--- src/rtl/riscv_pipe_pkg.sv ---
// Shared encodings for the pipeline hazard controller: forwarding selects and
// the multi-cycle EX sequencer state.
package riscv_pipe_pkg;

    typedef enum logic [1:0] {
        FWD_RF  = 2'b00,
        FWD_WB  = 2'b01,
        FWD_MEM = 2'b10
    } fwd_sel_t;

    typedef enum logic {
        IDLE = 1'b0,
        BUSY = 1'b1
    } mc_state_t;

endpackage

--- src/rtl/pipeline_hazard_ctrl_mc_busy_fsm.sv ---
// Multi-cycle EX sequencer: holds the front of the pipe while a MUL/DIV occupies
// EX for exactly MUL_LAT cycles and pulses MulDoneE in the last one.
//
//  state | meaning
//  IDLE  | no multi-cycle op in EX; a MulStartE stalls this cycle and loads cnt
//  BUSY  | op in flight; stall while cnt!=0, done pulse when cnt==0
module mc_busy_fsm
    import riscv_pipe_pkg::*;
#(
    parameter int MUL_LAT = 4
) (
    input  logic clk,
    input  logic reset,
    input  logic MulStartE,
    output logic mc_stall,
    output logic MulDoneE
);

    localparam int CNT_W = $clog2(MUL_LAT);
    localparam logic [CNT_W-1:0] CNT_LOAD = CNT_W'(MUL_LAT - 2);

    mc_state_t        state, state_nxt;
    logic [CNT_W-1:0] cnt, cnt_nxt;

    always_ff @(posedge clk) begin
        if (!reset) begin
            state <= IDLE;
            cnt   <= '0;
        end else begin
            state <= state_nxt;
            cnt   <= cnt_nxt;
        end
    end

    always_comb begin
        state_nxt = state;
        cnt_nxt   = cnt;
        case (state)
            IDLE: begin
                if (MulStartE) begin
                    state_nxt = BUSY;
                    cnt_nxt   = CNT_LOAD;
                end
            end
            BUSY: begin
                if (cnt != '0) begin
                    cnt_nxt = cnt - 1'b1;
                end else begin
                    state_nxt = IDLE;
                end
            end
            default: state_nxt = IDLE;
        endcase
    end

    always_comb begin
        mc_stall = 1'b0;
        MulDoneE = 1'b0;
        case (state)
            IDLE:    mc_stall = MulStartE;
            BUSY: begin
                mc_stall = (cnt != '0);
                MulDoneE = (cnt == '0);
            end
            default: ;
        endcase
    end

endmodule

--- src/rtl/pipeline_hazard_ctrl.sv ---
// Hazard controller for the 5-stage pipe: stall/flush priority and EX forwarding.
// Define HAZ_FORWARDING_EN for forwarding + load-use; otherwise every RAW stalls.
module pipeline_hazard_ctrl
    import riscv_pipe_pkg::*;
#(
    parameter int MUL_LAT = 4,
    parameter int REG_AW  = 5
) (
    input  logic              clk,
    input  logic              reset,
    input  logic [REG_AW-1:0] Rs1D,
    input  logic [REG_AW-1:0] Rs2D,
    input  logic [REG_AW-1:0] Rs1E,
    input  logic [REG_AW-1:0] Rs2E,
    input  logic [REG_AW-1:0] RdE,
    input  logic              RegWriteE,
    input  logic              LoadE,
    input  logic [REG_AW-1:0] RdM,
    input  logic              RegWriteM,
    input  logic [REG_AW-1:0] RdW,
    input  logic              RegWriteW,
    input  logic              PCSrcE,
    input  logic              MulStartE,
    output logic              StallF,
    output logic              StallD,
    output logic              StallE,
    output logic              FlushD,
    output logic              FlushE,
    output logic              FlushM,
    output logic [1:0]        ForwardAE,
    output logic [1:0]        ForwardBE,
    output logic              MulDoneE
);

    logic     mc_stall;
    logic     mc_done;
    logic     raw_stall;
    fwd_sel_t fwd_a;
    fwd_sel_t fwd_b;

    mc_busy_fsm #(.MUL_LAT(MUL_LAT)) u_mc_busy_fsm (
        .clk       (clk),
        .reset     (reset),
        .MulStartE (MulStartE),
        .mc_stall  (mc_stall),
        .MulDoneE  (mc_done)
    );

`ifdef HAZ_FORWARDING_EN
    function automatic fwd_sel_t pick_fwd(
        input logic [REG_AW-1:0] rs,
        input logic              wr_m,
        input logic [REG_AW-1:0] rd_m,
        input logic              wr_w,
        input logic [REG_AW-1:0] rd_w
    );
        if (wr_m && rd_m != '0 && rd_m == rs)      return FWD_MEM;
        else if (wr_w && rd_w != '0 && rd_w == rs) return FWD_WB;
        else                                       return FWD_RF;
    endfunction

    assign fwd_a = pick_fwd(Rs1E, RegWriteM, RdM, RegWriteW, RdW);
    assign fwd_b = pick_fwd(Rs2E, RegWriteM, RdM, RegWriteW, RdW);
    assign raw_stall = LoadE && (RdE != '0) && ((RdE == Rs1D) || (RdE == Rs2D));

    logic unused_cfg;
    assign unused_cfg = RegWriteE;
`else
    // Without bypass paths, any producer still in EX or MEM must drain first;
    // WB is covered by the write-first register file.
    logic raw_e, raw_m;
    assign raw_e = RegWriteE && (RdE != '0) && ((RdE == Rs1D) || (RdE == Rs2D));
    assign raw_m = RegWriteM && (RdM != '0) && ((RdM == Rs1D) || (RdM == Rs2D));
    assign raw_stall = raw_e || raw_m;
    assign fwd_a = FWD_RF;
    assign fwd_b = FWD_RF;

    logic unused_cfg;
    assign unused_cfg = ^{Rs1E, Rs2E, RdW, RegWriteW, LoadE};
`endif

    always_comb begin
        StallF    = 1'b0;
        StallD    = 1'b0;
        StallE    = 1'b0;
        FlushD    = 1'b0;
        FlushE    = 1'b0;
        FlushM    = 1'b0;
        ForwardAE = FWD_RF;
        ForwardBE = FWD_RF;
        MulDoneE  = 1'b0;
        if (reset) begin
            if (mc_stall) begin
                StallF = 1'b1;
                StallD = 1'b1;
                StallE = 1'b1;
                FlushM = 1'b1;
            end else if (PCSrcE) begin
                // ID holds a wrong-path instruction, so its hazards are moot.
                FlushD = 1'b1;
                FlushE = 1'b1;
            end else if (raw_stall) begin
                StallF = 1'b1;
                StallD = 1'b1;
                FlushE = 1'b1;
            end
            ForwardAE = fwd_a;
            ForwardBE = fwd_b;
            MulDoneE  = mc_done;
        end
    end

endmodule

--- config.mk ---
export PLATFORM = sky130hd
export DESIGN_NAME = pipeline_hazard_ctrl
export DESIGN_NICKNAME = d
export VERILOG_FILES = /design/src/rtl/riscv_pipe_pkg.sv /design/src/rtl/pipeline_hazard_ctrl_mc_busy_fsm.sv /design/src/rtl/pipeline_hazard_ctrl.sv
export SDC_FILE = /design/constraint.sdc
export NUM_CORES = 1
export LEC_CHECK = 0
export ABC_AREA = 1
export CAP_MARGIN = 20
export CORE_MARGIN = 2
export CORE_UTILIZATION = 31
export CTS_CLUSTER_SIZE = 40
export DETAILED_ROUTE_END_ITERATION = 8
export PLACE_DENSITY_LB_ADDON = 0.12
export SLEW_MARGIN = 20
export SYNTH_ARGS = -nofsm -noshare
export SYNTH_HDL_FRONTEND = slang
export SYNTH_SLANG_ARGS = --single-unit
--- constraint.sdc ---
create_clock -name clk -period 1.6 [get_ports clk]
set_input_delay 0.32 -clock clk [delete_from_list [all_inputs] [get_ports clk]]
set_output_delay 0.32 -clock clk [all_outputs]
set_load 0.02 [all_outputs]
==> reports/metrics.yaml <==
ir_worst_vdd_mv: 0.2251
critPathTopFamily: "buffers and inverters"
io_pins: 54
setup.worst_path.start_class: "flip-flop"
synth_edf_count: 0
grt_setup_unrepaired: "true"
drt_iter0_markers: 6
timing.final.ws_setup_ns: -0.04534
slowest_stage: "dfxtp_2"
power.density_nw_per_um2: 505.5
synth-async-reset-ratio: 0
timing_worst_setup_path_type: "reg2out"
crit_cells: 9
firstDrtPassIters: 3
grt_overflow: 0
finalHoldViolCount: 0
syn_to_final_growth_pct: 82.96
fillers: 204
io_buffers: 32
r2r_start: "u_mc_busy_fsm.cnt[0]"
holdBufCountCts: 0
die_area_um2: 2362
fin_nets: 220
initial_core_util: 0.3210
track_usage: 0.1497
route.detailed.drc: 0
cp_data_required_time_ns: 1.28
power_mw: 0.5705
synth-warning-count: 0
setup_viol: 3
yosysMostFrequentCell: "nand2_1"
fp.dieH_um: 48.61
postRouteAntennaNets: 0
crit_fanout: 4
fmax_ghz: 0.6078
vias_per_cell: 4.139
clock_latency_ns: 0.22
avgSynthCellArea_um2: 4.896
drv_slew: 0
finalSetupTns_ns: -0.09987
r2r-end: "u_mc_busy_fsm.cnt[0]"
wl_per_cell_um: 8.832
hold_path.class: "in2reg"
numCtsBuffers: 3
p_leak_nw: 0.6818
drive_gt1_frac: 0.4857
synth_area_leader_cell: "nand2_1"
synthTopCellsByArea: "nand2_1 (30%), inv_1 (11%), dfxtp_1 (9.7%), nor2_1 (9.7%), buf_4 (7.3%)"
end_kind: "output port"
dp.final_hpwl_mm: 1.447
worstPathCellList: "inv_2 > ha_4 > nand2_4 > o21ai_4 > buf_6 > nor2_4 > inv_2 > nand2_2 > buf_6"
failed_checks: "negative setup slack"
synth_common_cells: "nand2_1 (49), inv_1 (18), nor2_1 (16)"
rows: 16
diodes: 0
chipWidth_um: 48.61
fin_crit_ns: 1.645
reg2regPathDepth: 9
grt_pass1_vias: 728
clock_path_buffers: 2
worst_clock_skew_ns: 0.0009965
antenna_found_initial: 0
clkSinkCount: 3
cts-htree-levels: 1
ys_seq_area_frac: 0.09736
synth_area_um2: 616.8
synth_cell_types: 17
synthFlopType: "dfxtp_1"
regToRegSetupSlack_ns: 0.43
final.period_utilization: 1.028
clockRootBuffer: "clkbuf_4"
syn_inst: 126
critPathMaxStageDelay_ns: 0.31
critPathLaunch: "u_mc_busy_fsm.cnt[0]"
gp_congestion: 0.8153
num_vias: 836
grt_start_max_net_pins: 5
clk_pin_slew_worst_paths_ns: 0.03
cts_tree: "built"
path_buf_inv: 4
grt_first_pass_wirelength_mm: 2.856
routed_wl_mm: 1.784
synth_top_area_frac: 0.2982
drv_cap: 0
arrival_ns: 1.33
ys_seq_elements: 3
worstSetupEndpoint: "StallF"
core-area_um2: 1922
status: "finished with violations"
-- per-stage QoR --
| stage | hold WS, ns | util | setup slack (ns) | instances | instance area [um^2] |
|---|---|---|---|---|---|
| 5_1_grt | 0.6632 | 0.5872 | -0.1089 | 202 | 1129 |
| 4_1_cts | 0.6246 | 0.5540 | -0.08835 | 201 | 1065 |
| 3_3_place_gp | 0.5431 | 0.5384 | -0.8655 | 194 | 1035 |
| 2_1_floorplan | 0.4403 | - | 0.002525 | 129 | 635.6 |
| 6_report | 0.6343 | 0.5872 | -0.04534 | 202 | 1129 |
| 3_5_place_dp | 0.5516 | 0.5384 | -0.8985 | 194 | 1035 |
-- cells by family (layout without fill, tap and decap cells) --
logic type | after synthesis | count (layout) | share of synthesized area
adders and majority gates | 1 | 1 | 0.02028
xor gates and xnor gates | 6 | 6 | 0.08519
DFF | 3 | 3 | 0.09737
and+or+nand+nor | 75 | 75 | 0.4949
buffers and inverters | 35 | 81 | 0.2495
other | 1 | 4 | 0.006079
AOI/OAI and AO/OA | 5 | 5 | 0.04666
-- repair_timing --
action | CTS | global route
buffers inserted | 3 | 1
setup endpoints to repair | 7 | 6
resized for setup | 118 | 45
pin swaps | 18 | 24
-- per-layer routing --
metal	global-route usage	part of all wire	up-vias
li1	-	-	458
met1	0.1701	0.43	357
met2	0.2900	0.53	21
met3	0.01543	0.043	0
met4	0.04286	0	0
met5	0	0	-
-- sequential cells by signal (all words and copies together), names as in the netlist --
| register | flops |
|---|---|
| u_mc_busy_fsm.cnt | 2 |
| u_mc_busy_fsm.state | 1 |
-- worst min path at each step --
stage	start	end	slack [ns]	depth (start not counted)
after floorplan	u_mc_busy_fsm.cnt[1]	u_mc_busy_fsm.cnt[1]	0.44	2
after global placement	u_mc_busy_fsm.cnt[1]	u_mc_busy_fsm.cnt[1]	0.54	3
after detailed placement	u_mc_busy_fsm.cnt[1]	u_mc_busy_fsm.cnt[1]	0.55	3
after CTS	MulStartE	u_mc_busy_fsm.state	0.62	4
after global routing	MulStartE	u_mc_busy_fsm.state	0.66	4
final	MulStartE	u_mc_busy_fsm.state	0.63	4
-- cells in the final DEF (no fill, tap or decap), types with 6 or more instances in the layout --
cell type,instances
nand2_1,42
buf_4,21
inv_2,18
nor2_1,12
buf_6,12
inv_1,11
nand2_2,8
buf_2,6
-- power breakdown --
group / internal [mW] / switching (mW)
sequential: 0.0853 / 0.00675
combinational: 0.179 / 0.173
clock: 0.0931 / 0.0334
total: 0.357 / 0.213
-- final cells by class --
class | instances | area (um^2) | area share
multi-input cells | 91 | 504.2 | 0.4468
well taps | 27 | 33.78 | 0.02993
clock buffers | 4 | 26.28 | 0.02328
repair buffers | 48 | 392.9 | 0.3481
inverters | 29 | 108.9 | 0.09645
flip-flops and latches | 3 | 62.56 | 0.05543
-- worst register-to-register path: stages, from the launching register on --
cell	delay, ns
dfxtp_2	0.30
inv_2	0.07
ha_4	0.14
nand2_4	0.05
o21ai_4	0.07
inv_2	0.07
nor2_4	0.09
inv_2	0.04
buf_4	0.13
o21ai_1	0.13
Power figures use the tool's default switching activity.
